[config.mk]
export PLATFORM = sky130hd
export DESIGN_NAME = tagged_data_tx
export DESIGN_NICKNAME = d
export VERILOG_FILES = /design/src/rtl/tagged_data_pkg.sv /design/src/rtl/tagged_data_fifo.sv /design/src/rtl/tagged_data_tx.sv
export SDC_FILE = /design/constraint.sdc
export NUM_CORES = 1
export LEC_CHECK = 0
export CORE_ASPECT_RATIO = 0.75
export CORE_MARGIN = 1
export CORE_UTILIZATION = 60
export CTS_BUF_LIST = sky130_fd_sc_hd__clkbuf_8
export CTS_CLUSTER_SIZE = 20
export DETAILED_ROUTE_END_ITERATION = 10
export DONT_BUFFER_PORTS = 1
export GPL_TIMING_DRIVEN = 0
export HOLD_SLACK_MARGIN = 0.06
export PLACE_DENSITY = 0.76
export SYNTH_ARGS = -nofsm -noshare
export SYNTH_HDL_FRONTEND = slang
export SYNTH_SLANG_ARGS = --single-unit
[constraint.sdc]
create_clock -name clk -period 2.9 [get_ports clk]
set_input_delay 0.29 -clock clk [delete_from_list [all_inputs] [get_ports clk]]
set_output_delay 0.29 -clock clk [all_outputs]
set_load 0.005 [all_outputs]
[src/rtl/tagged_data_pkg.sv]
// Shared types and helpers for the tagged data transmitter.
package tagged_data_pkg;

  typedef enum logic [1:0] {
    IDLE  = 2'd0,
    RUN   = 2'd1,
    DRAIN = 2'd2
  } tx_state_t;

  localparam int unsigned MIN_DEPTH = 2;

  // Occupancy must be able to represent 0..depth inclusive.
  function automatic int level_w(input int depth);
    return $clog2(depth) + 1;
  endfunction

endpackage

[src/rtl/tagged_data_fifo.sv]
// DEPTH-entry synchronous FIFO with a registered head that holds its last value when empty.
import tagged_data_pkg::*;

module tagged_data_fifo #(
  parameter int WIDTH = 40,
  parameter int DEPTH = 4
) (
  input  logic                        clk,
  input  logic                        rst_n,
  input  logic                        push,
  input  logic [WIDTH-1:0]            wdata,
  input  logic                        pop,
  output logic [WIDTH-1:0]            head,
  output logic [level_w(DEPTH)-1:0]   level
);

  localparam int PW = $clog2(DEPTH);
  localparam int LW = level_w(DEPTH);

  logic [WIDTH-1:0] mem [DEPTH];
  logic [PW-1:0]    wr_ptr;
  logic [PW-1:0]    rd_ptr;
  logic [PW-1:0]    rd_next;

  assign rd_next = rd_ptr + 1'b1;

  always_ff @(posedge clk) begin
    if (push) begin
      mem[wr_ptr] <= wdata;
    end
  end

  // Head is loaded directly from the write port when the incoming word becomes the front entry.
  always_ff @(posedge clk or negedge rst_n) begin
    if (!rst_n) begin
      wr_ptr <= '0;
      rd_ptr <= '0;
      level  <= '0;
      head   <= '0;
    end else begin
      if (push) begin
        wr_ptr <= wr_ptr + 1'b1;
      end
      if (pop) begin
        rd_ptr <= rd_next;
      end
      case ({push, pop})
        2'b10:   level <= level + 1'b1;
        2'b01:   level <= level - 1'b1;
        default: level <= level;
      endcase
      if (push && ((level == '0) || (pop && (level == LW'(1))))) begin
        head <= wdata;
      end else if (pop && (level > LW'(1))) begin
        head <= mem[rd_next];
      end
    end
  end

endmodule

[src/rtl/tagged_data_tx.sv]
// Transmit-side producer: stamps source words with a running ID and queues them for the consumer.
import tagged_data_pkg::*;

module tagged_data_tx #(
  parameter int DATA_WIDTH = 8,
  parameter int ID_WIDTH   = 32,
  parameter int DEPTH      = 4
) (
  input  logic                        clk,
  input  logic                        rst_n,
  input  logic                        enable,
  input  logic                        id_clr,
  input  logic                        in_valid,
  output logic                        in_ready,
  input  logic [DATA_WIDTH-1:0]       in_data,
  output logic                        out_valid,
  input  logic                        out_ready,
  output logic [DATA_WIDTH-1:0]       out_data,
  output logic [ID_WIDTH-1:0]         out_id,
  output logic [level_w(DEPTH)-1:0]   level,
  output logic                        busy
);

  localparam int LW = level_w(DEPTH);

  typedef struct packed {
    logic [DATA_WIDTH-1:0] data;
    logic [ID_WIDTH-1:0]   id;
  } entry_t;

  tx_state_t             state_q;
  tx_state_t             state_d;
  logic [ID_WIDTH-1:0]   id_cnt;
  logic                  push;
  logic                  pop;
  entry_t                push_entry;
  entry_t                head;

  assign in_ready   = (state_q == RUN) && (level < LW'(DEPTH));
  assign out_valid  = (level != '0);
  assign push       = in_valid && in_ready;
  assign pop        = out_valid && out_ready;
  assign busy       = (state_q != IDLE);
  assign push_entry = '{data: in_data, id: id_cnt};
  assign out_data   = head.data;
  assign out_id     = head.id;

  always_ff @(posedge clk or negedge rst_n) begin
    if (!rst_n) begin
      state_q <= IDLE;
    end else begin
      state_q <= state_d;
    end
  end

  // Dropping enable with words still queued keeps the block busy until the FIFO empties.
  always_comb begin
    state_d = state_q;
    case (state_q)
      IDLE:    if (enable) state_d = RUN;
      RUN:     if (!enable) state_d = (level != '0) ? DRAIN : IDLE;
      DRAIN: begin
        if (enable) begin
          state_d = RUN;
        end else if (level == '0) begin
          state_d = IDLE;
        end
      end
      default: state_d = IDLE;
    endcase
  end

  always_ff @(posedge clk or negedge rst_n) begin
    if (!rst_n) begin
      id_cnt <= '0;
    end else if ((state_q == IDLE) && id_clr) begin
      id_cnt <= '0;
    end else if (push) begin
      id_cnt <= id_cnt + 1'b1;
    end
  end

  tagged_data_fifo #(
    .WIDTH ($bits(entry_t)),
    .DEPTH (DEPTH)
  ) u_fifo (
    .clk   (clk),
    .rst_n (rst_n),
    .push  (push),
    .wdata (push_entry),
    .pop   (pop),
    .head  (head),
    .level (level)
  );

endmodule

Word-level counts from Yosys, hierarchy flattened
Memories as Yosys holds them, arrays and structs flattened.
Index checks and enable logic that the tools add are counted.
- register bits after elaboration: 81
- bits in writable memories: 160
- input bits: 14
- output and inout bits: 46
- logic and storage cells: 51
- memories: 1
- $add $sub $neg: 5
- $lt $le $gt $ge: 2
- equality and inequality tests: 8
- multiplexer cells: 13
- reductions and logical operators: 16
- memories (memory ; depth ; bits a word ; read ports ; clocked after memory_dff ; write ports ; line ; source):
    u_fifo.mem ; 4 ; 40 ; 1 ; 0 ; 1 ; tagged_data_fifo.sv:20 ; logic [WIDTH-1:0] mem [DEPTH];
- operators with widths (operator ; count):
    two-way mux 40 bit ; 2
    two-way mux 32 bit ; 2
    adder 32 x 1 -> 32 bit (second input constant) ; 1
    two-way mux 2 bit ; 5
    nonzero test 2 bit ; 4
    logical AND 1 bit ; 7
    case mux 2 bit (3 select lines) ; 1
    case mux 3 bit (2 select lines) ; 1
    adder 2 x 1 -> 2 bit (second input constant) ; 2
    == test 2 x 1 -> 1 bit (second input constant) ; 2
    == test 2 bit (second input constant) ; 2
    != test 2 bit (second input constant) ; 2
    adder 3 x 1 -> 3 bit (second input constant) ; 1
    == test 3 x 1 -> 1 bit (second input constant) ; 1
    > comparator 3 x 1 -> 1 bit (second input constant) ; 1
    logical NOT 3 bit ; 1
    less-than comparator 3 bit (second input constant) ; 1
    != test 3 bit (second input constant) ; 1
    AND reduction 3 bit ; 1
    nonzero test 3 bit ; 1
    subtractor 3 x 1 -> 3 bit (second input constant) ; 1
    logical NOT 2 bit ; 1
    two-way mux 1 bit ; 2
    logical OR 1 bit ; 1

Longest topological paths before layout
Gate-level depths: netlist of run 1.
- depth in word-level cells: 6
- mapped depth: 8
- gate-level depth less buffers: 8

Cells and area by module
From an unflattened synthesis of run 1, not the netlist that was laid out.
- cell total of the unflattened synthesis: 703
- area total of the unflattened synthesis: 10500.1 um^2
- by module, submodules not included (module ; times used ; cells an instance ; area an instance (um^2) ; seq. area each (um^2)):
    tagged_data_fifo ; 1 ; 496 ; 8575.7 ; 5980.7
    tagged_data_tx ; 1 ; 207 ; 1924.3 ; 850.8

Worst setup path before layout of run 1
No wires, ideal clock.
- kind: reg-to-reg
- from: reg state_q[1]
- to: mem u_fifo.mem[0][0], enable pin
- library setup time: 0.401 ns
- data arrival time: 2.030 ns
- required time: 2.499 ns
- slack: 0.468 ns
- cell stages (with the launch flop): 4
- path buffers: 1
- period minus slack after synthesis: 2.432 ns
- cells stage by stage: dfrtp_1 > and4bb_2 > clkbuf_1 > and2_1
- longest elaborated chain between the ends: 5
- RTL lines (element ; line ; source):
    start: declaration ; tagged_data_tx.sv:31 ; tx_state_t state_q;
    start signal: assignment ; tagged_data_tx.sv:52 ; state_q <= state_d;
    == test 2 x 1 -> 1 bit ; tagged_data_tx.sv:39 ; assign in_ready = (state_q == RUN) && (level < LW'(DEPTH));
    logical AND 1 bit ; tagged_data_tx.sv:39 ;
    logical AND 1 bit ; tagged_data_tx.sv:41 ; assign push = in_valid && in_ready;
    two-way mux 1 bit ; tagged_data_fifo.sv:28 ; if (push) begin
    two-way mux 1 bit (implied by the code) ; tagged_data_fifo.sv:29 ; mem[wr_ptr] <= wdata;
    end: declaration ; tagged_data_fifo.sv:20 ;
No other way between the ends.

Worst setup path after layout of run 1
- from: reg u_fifo.level[0]
- to: reg u_fifo.head[19]
- longest elaborated chain between the ends: 6
- elaborated cells on any way between the ends: 14
- classes of those cells: order compare: 2; eq/ne: 1; mux: 1; reduce/logical: 10
- RTL lines (element ; line ; source):
    start: declaration ; tagged_data_fifo.sv:14 ; output logic [level_w(DEPTH)-1:0] level
    start signal: assignment ; tagged_data_fifo.sv:48 ; 2'b10: level <= level + 1'b1;
    start signal: assignment ; tagged_data_fifo.sv:49 ; 2'b01: level <= level - 1'b1;
    start signal: assignment ; tagged_data_fifo.sv:50 ; default: level <= level;
    branches (longest 6 deep; another with less-than comparator 3 bit) ; n/a ;
    end signal: assignment ; tagged_data_fifo.sv:53 ; head <= wdata;
    end signal: assignment ; tagged_data_fifo.sv:55 ; head <= mem[rd_next];
    end: declaration ; tagged_data_fifo.sv:13 ; output logic [WIDTH-1:0] head,
Parallel ways; which one is timed is not known.
A chain may end at the register's enable or synchronous reset.

==> impl_metrics.tcl, run 1 <==
set metrics [dict create \
    avgSynthCellArea_um2 15.5 \
    area_growth_pct 12.2 \
    antenna_found_initial 0 \
    ys_seq_elements 241 \
    crit_required_ns 3.33 \
    finalSetupViolCount 0 \
    nets 713 \
    num_rows 40 \
    hold_viol 0 \
    irDropWorstVdd_mv 0.461 \
    skew_ns 0.0193 \
    worst_slew_pin_slew_ns 1.34 \
    critPathKind "reg -> reg" \
    synth-edff-count 160 \
    max_freq_ghz 0.366 \
    synth_area_um2 9810 \
    placement.setup.worst_slack_ns -0.112 \
    switching_share_pct 31.0 \
    clkPwrFrac_pct 28.5 \
    status "completed" \
    synthFlopType "edfxtp_1" \
    cp_max_fo 10 \
    clock_sinks 241 \
    min_period_ns 2.73 \
    worstSetupEndpointType "flop" \
    cp_data_arrival_time_ns 3.16 \
    hold_class "in -> reg" \
    wl_um 21600 \
    wl_per_cell_um 23.3 \
    hold_slack_ns 0.228 \
    critPathMaxStageDelay_ns 0.53 \
    syn_inst 635 \
    n_antenna_cell 0 \
    coreArea_um2 16000 \
    cts_tree "yes" \
    numPortBuffers 0 \
    power_frac_comb_pct 24.4 \
    p_int_w 0.00657 \
    ios 60 \
    dpl.hpwl_um 13600 \
    layout_worst_path_cycle_share_pct 94.2 \
    vias 5952 \
    synth-async-reset-ratio_pct 33.6 \
    cp.buffers_inverters 3 \
    cp-start-kind "flop" \
    drtIter0Drc 560 \
    crit_chain "inv_1 > ha_1 > o31ai_2 > clkbuf_1 > clkbuf_2 > nand2_1 > o221ai_1" \
    p_per_area_nw_per_um2 865 \
    ys_warn_count 0 \
    rsz0062_at_grt "no" \
    slew_violations 0 \
    worst_path_max_delay_cell "clkbuf_1" \
    syn_nets 659 \
    dr.pass1.iters 5 \
    ctsHtreeMaxLevel 2 \
    clockBufferDepth 3 \
    seq_power_share_pct 47.1 \
    drtAntennaViolNets 0 \
    slew-limit-headroom_pct 10.2 \
    grt_max_degree 82 \
    drv_cap 0 \
    grt_pass1_vias 6186 \
    synth_cell_type_count 44 \
    critical-path-top-delay-family "buffers and inverters" \
    cts_root_buffer "clkbuf_8" \
    die_h_um 113 \
    cts.clk_slew.worst_paths_ns 0.06 \
    fin_setup_tns_ns 0 \
    p_leak_nw 4.02 \
    numCtsBuffers 37 \
    die_width_um 150 \
    vias_per_cell 6.42 \
    clk_latency_ns 0.53 \
    grtUsageTotal_pct 27.0 \
    p_sw_w 0.00295 \
    ys_seq_area_share_pct 69.6 \
    layoutNonFillerInstCount 927 \
    drc_errors 0 \
    setup_ws_ns 0.169 \
    die-area_um2 16900 \
    grt_pass1_wl_um 33900 \
    n_fill_cell 1066 \
    gp_congestion 0.865 \
    drive_gt1_share_pct 14.9 \
    start_util_pct 61.3 \
    grt-ovfl-total 0 \
    numPlacedInstances 849 \
]
## cells in the mapped netlist (2+ instances only)
| master | n | area [µm²] |
|---|---|---|
| a21oi_1 | 16 | 80.1 |
| a32oi_1 | 38 | 333 |
| and2_1 | 5 | 31.3 |
| and3_1 | 2 | 12.5 |
| and4_1 | 3 | 26.3 |
| buf_1 | 2 | 7.51 |
| buf_2 | 3 | 15.0 |
| clkbuf_1 | 33 | 124 |
| dfrtp_1 | 81 | 2030 |
| edfxtp_1 | 160 | 4800 |
| ha_1 | 10 | 125 |
| inv_1 | 51 | 191 |
| mux2i_1 | 5 | 50.1 |
| mux4_2 | 40 | 901 |
| nand2_1 | 21 | 78.8 |
| nand2b_1 | 5 | 31.3 |
| nand3_1 | 11 | 55.1 |
| nand4_1 | 12 | 75.1 |
| nor2_1 | 16 | 60.1 |
| nor3_1 | 5 | 25.0 |
| nor3b_1 | 2 | 15.0 |
| nor4_1 | 7 | 43.8 |
| o21ai_0 | 49 | 245 |
| o221ai_1 | 2 | 17.5 |
| o31ai_1 | 6 | 45.0 |
| or2_2 | 2 | 12.5 |
| or3_1 | 12 | 75.1 |
| or4_1 | 6 | 45.0 |
| xnor2_1 | 11 | 96.3 |
| xor2_1 | 5 | 43.8 |
## per-layer routing
metal | vias to the layer above | global-route usage (%) | routed length (µm)
met5 | - | 0 | 0
met3 | 38 | 5.36 | 1710
met4 | 0 | 7.95 | 276
met1 | 3078 | 38.9 | 8980
met2 | 264 | 42.6 | 10600
li1 | 2572 | - | -
## repair_timing
item | 4_1_cts | 5_1_grt
hold buffers | 11 | 0
setup buffers | 0 | 0
gates cloned | 0 | 0
hold endpoints to repair | 123 | 0
gates resized for setup | 1 | 1
setup endpoints to repair | 11 | 11
## flip-flops by register name, summed over array words and instances (netlist names)
| register | count |
|---|---|
| id_cnt | 32 |
| u_fifo.mem | 160 |
| state_q | 2 |
| u_fifo.level | 3 |
| u_fifo.head | 40 |
| u_fifo.wr_ptr | 2 |
| u_fifo.rd_ptr | 2 |
## worst register-to-register path, cell delays in order (launching register included)
cell      delay [ns]
dfrtp_1         0.48
inv_1           0.11
ha_1            0.26
o31ai_2         0.52
clkbuf_1        0.53
clkbuf_2        0.41
nand2_1         0.13
o221ai_1        0.21
## final timing paths
kind / slack, ns / cells after the start / start / endpoint
hold reg to reg: 0.53 / 0 / id_cnt[7] / u_fifo.mem[3][7]
max in group asynchronous: 2.19 / 2 / rst_n / u_fifo.level[2]
setup / recovery: 0.17 / 7 / u_fifo.level[0] / u_fifo.head[19]
setup reg to reg: 0.17 / 7 / u_fifo.level[0] / u_fifo.head[19]
min in group asynchronous: 0.35 / 2 / rst_n / u_fifo.head[22]
hold / removal: 0.23 / 2 / id_clr / id_cnt[22]
## metrics by stage
step / util, % / power, W / instance area, µm²
after floorplan: - / 0.00611 / 9810
after global placement: 62.9 / 0.00666 / 10100
after detailed placement: 63.4 / 0.00681 / 10200
after CTS: 68.7 / 0.00956 / 11000
after global routing: 68.7 / 0.00999 / 11000
final: 68.7 / 0.00952 / 11000
## cell usage in the layout, fill, tap and decap left out, drive strengths merged, types with 12 or more instances in the layout
cell	netlist	routed
or3	12	12
dfrtp	81	81
a32oi	38	38
mux4	40	40
inv	52	68
nand2	21	21
a21oi	16	16
nor2	16	16
clkbuf	33	76
edfxtp	160	160
nand4	12	12
o21ai	49	49
## area by class of cell
| class | instances | area (µm²) | area share, % |
|---|---|---|---|
| multi-input combinational | 304 | 2650 | 24.1 |
| timing repair buffer | 15 | 208 | 1.89 |
| tap | 210 | 263 | 2.39 |
| clock buffer | 43 | 592 | 5.38 |
| sequential | 241 | 6830 | 62.1 |
| buffer | 38 | 148 | 1.34 |
| inverter | 52 | 195 | 1.77 |
| clock inverter | 24 | 123 | 1.11 |
## kinds of logic after synthesis
kind of cell	after synthesis	share of synthesized area (%)
adders and majority gates	10	1.28
and+or+nand+nor	112	6.29
muxes	45	9.69
DFF	241	69.6
xor gates and xnor gates	16	1.43
AOI/OAI and AO/OA	121	8.21
buffers and inverters	90	3.48
## power groups by stage
stage	registers [W]	clock network, W	logic (W)
6_report	0.00448	0.00272	0.00232
5_1_grt	0.00454	0.00289	0.00256
4_1_cts	0.00449	0.00274	0.00233
3_5_place_dp	0.00455	0	0.00226
3_3_place_gp	0.00453	0	0.00213
2_1_floorplan	0.00445	0	0.00166
(Power assumes the default switching activity.)
==> inputs of run 2 (changes only) <==
--- a/config.mk
+++ b/config.mk
@@ -5,6 +5,7 @@
 export SDC_FILE = /design/constraint.sdc
 export NUM_CORES = 1
 export LEC_CHECK = 0
+export ABC_AREA = 0
 export CORE_ASPECT_RATIO = 0.75
 export CORE_MARGIN = 1
 export CORE_UTILIZATION = 60
@@ -14,7 +15,7 @@
 export DONT_BUFFER_PORTS = 1
 export GPL_TIMING_DRIVEN = 0
 export HOLD_SLACK_MARGIN = 0.06
-export PLACE_DENSITY = 0.76
+export PLACE_DENSITY = 0.74
 export SYNTH_ARGS = -nofsm -noshare
 export SYNTH_HDL_FRONTEND = slang
 export SYNTH_SLANG_ARGS = --single-unit
==> impl_metrics.tcl, run 2 (synthesis results as in run 1) <==
set metrics [dict create \
    fin_util_pct 68.3 \
    cts_root_buffer "clkbuf_8" \
    drc_errors 0 \
    critical-path-top-delay-family "buffers and inverters" \
    cts.clk_slew.worst_paths_ns 0.06 \
    numPortBuffers 0 \
    largestRegisters "u_fifo.mem x160, u_fifo.head x40, id_cnt x32" \
    clockBufferDepth 3 \
    setup_ws_ns 0.354 \
    grt_pass1_vias 6076 \
    status "completed" \
    slew_violations 0 \
    hold_slack_ns 0.244 \
    drtIter0Drc 597 \
    n_antenna_cell 0 \
    p_per_area_nw_per_um2 846 \
    power_w 0.00925 \
    vias 5865 \
    drtAntennaViolNets 0 \
    crit_chain "clkbuf_1 > clkbuf_1 > mux4_2 > a32oi_1 > o21ai_0" \
    largest_reg_flops 160 \
    seq_power_share_pct 48.4 \
    hold_class "in -> reg" \
    dr.pass1.iters 5 \
    die-area_um2 16900 \
    clock_sinks 241 \
    cp_max_fo 10 \
    grtUsageTotal_pct 26.1 \
    slew-limit-headroom_pct 11.8 \
    clk_latency_ns 0.51 \
    layout_worst_path_cycle_share_pct 87.8 \
    seqCellArea_um2 6830 \
    p_int_w 0.00635 \
    dpl.hpwl_um 13400 \
    die_h_um 113 \
    finalSetupViolCount 0 \
    max_freq_ghz 0.393 \
    wl_um 20900 \
    most-common-layout-cells "edfxtp_1, dfrtp_1, inv_1" \
    worst_slew_pin_slew_ns 1.32 \
    grt_max_degree 82 \
    numCtsBuffers 36 \
    post_cts_buffers 0 \
    n_fill_cell 1108 \
    crit_top_cell "clkbuf_1" \
    ios 60 \
    wl_per_cell_um 22.5 \
    drv_cap 0 \
    start_util_pct 61.3 \
    mostFrequentLayoutCell "edfxtp_1" \
    drive_gt1_share_pct 14.7 \
    rsz0062_at_grt "no" \
    cp.buffers_inverters 2 \
    coreArea_um2 16000 \
    layoutNonFillerInstCount 925 \
    switching_share_pct 31.3 \
    worst_path_max_delay_cell "clkbuf_1" \
    clkPwrFrac_pct 26.5 \
    grt_pass1_wl_um 33000 \
    cp_data_arrival_time_ns 2.90 \
    placement.setup.worst_slack_ns -0.163 \
    cts_tree "yes" \
    worstSetupEndpointType "flop" \
    numPlacedInstances 849 \
    nets 712 \
    hold_viol 0 \
    multi_input_area_um2 2650 \
    grt-ovfl-total 0 \
    die_width_um 150 \
    p_leak_nw 3.99 \
    antenna_found_initial 0 \
    crit_required_ns 3.25 \
    power_frac_comb_pct 25.2 \
    gp_congestion 0.834 \
    irDropWorstVdd_mv 0.490 \
    skew_ns 0.0227 \
    critPathMaxStageDelay_ns 0.76 \
    p_sw_w 0.00290 \
    min_period_ns 2.55 \
    area_growth_pct 11.4 \
    regMostFlops "u_fifo.mem" \
    cp-start-kind "flop" \
    vias_per_cell 6.34 \
    critPathKind "reg -> reg" \
    num_rows 40 \
    ctsHtreeMaxLevel 2 \
]
==> run 2: changes by cell type in the layout (fill, tap and decap cells not counted) <==
cell / delta
clkinv_1: -1
clkbuf_2: +1
clkbuf_1: -1
inv_6: +1
inv_1: +2
bufinv_16: -1
clkbuf_8: -5
clkinv_2: +2
==> run 2: layout make-up <==
cell class | count | area share (%)
well taps | 210 | 2.40
inverters | 52 | 1.79
plain buffers | 38 | 1.36
clock buffers | 38 | 4.78
repair buffers | 15 | 1.90
flip-flops and latches | 241 | 62.5
clock inverters | 27 | 1.05
multi-input cells | 304 | 24.2
==> run 2: path summary, 6_finish.rpt <==
check | from | to | slack [ns] | depth (start not counted)
max in group asynchronous | rst_n | u_fifo.head[29] | 2.15 | 2
min in group asynchronous | rst_n | u_fifo.head[17] | 0.35 | 2
setup / recovery | u_fifo.rd_ptr[1] | u_fifo.head[24] | 0.35 | 5
setup reg to reg | u_fifo.rd_ptr[1] | u_fifo.head[24] | 0.35 | 5
hold reg to reg | id_cnt[2] | u_fifo.mem[2][2] | 0.52 | 0
hold / removal | id_clr | id_cnt[21] | 0.24 | 2
==> run 2: routing by layer <==
metal  share of wire [%]  up-vias  routed length, µm  global-route usage, %
met5                   0        -                  0                      0
met4                 1.2        0                255                   6.06
met3                 8.3       24               1730                   5.16
met2                  47      269               9830                   40.4
met1                  43     3008               9040                   38.9
li1                    -     2564                  -                      -
==> run 2: timing repair <==
item                                   in CTS  in global routing
gates resized for setup                     2                  1
hold buffers                               11                  0
setup endpoints to repair                  11                  1
endpoints found under the hold margin     123                  0
==> run 2: power by group through the flow <==
| stage | Sequential (W) | Clock, W | Combinational [W] |
|---|---|---|---|
| floorplan | 0.00445 | 0 | 0.00166 |
| detailed placement | 0.00455 | 0 | 0.00226 |
| global placement | 0.00452 | 0 | 0.00214 |
| global route | 0.00453 | 0.00266 | 0.00255 |
| CTS | 0.00448 | 0.00249 | 0.00233 |
| finish | 0.00447 | 0.00245 | 0.00233 |
==> run 2: stage by stage <==
| stage | cell area, µm² | setup TNS, ns |
|---|---|---|
| CTS | 10900 | 0 |
| finish | 10900 | 0 |
| global placement | 10100 | -63.69 |
| global route | 10900 | 0 |
| floorplan | 9810 | 0 |
| detailed placement | 10200 | -0.949 |
==> run 2: worst reg2reg max path, delay by kind of cell (launching register included) <==
family	cells	cell delay (ns)
flops	1	0.33
compound gates	2	0.41
mux	1	0.62
buf+inv	2	1.05
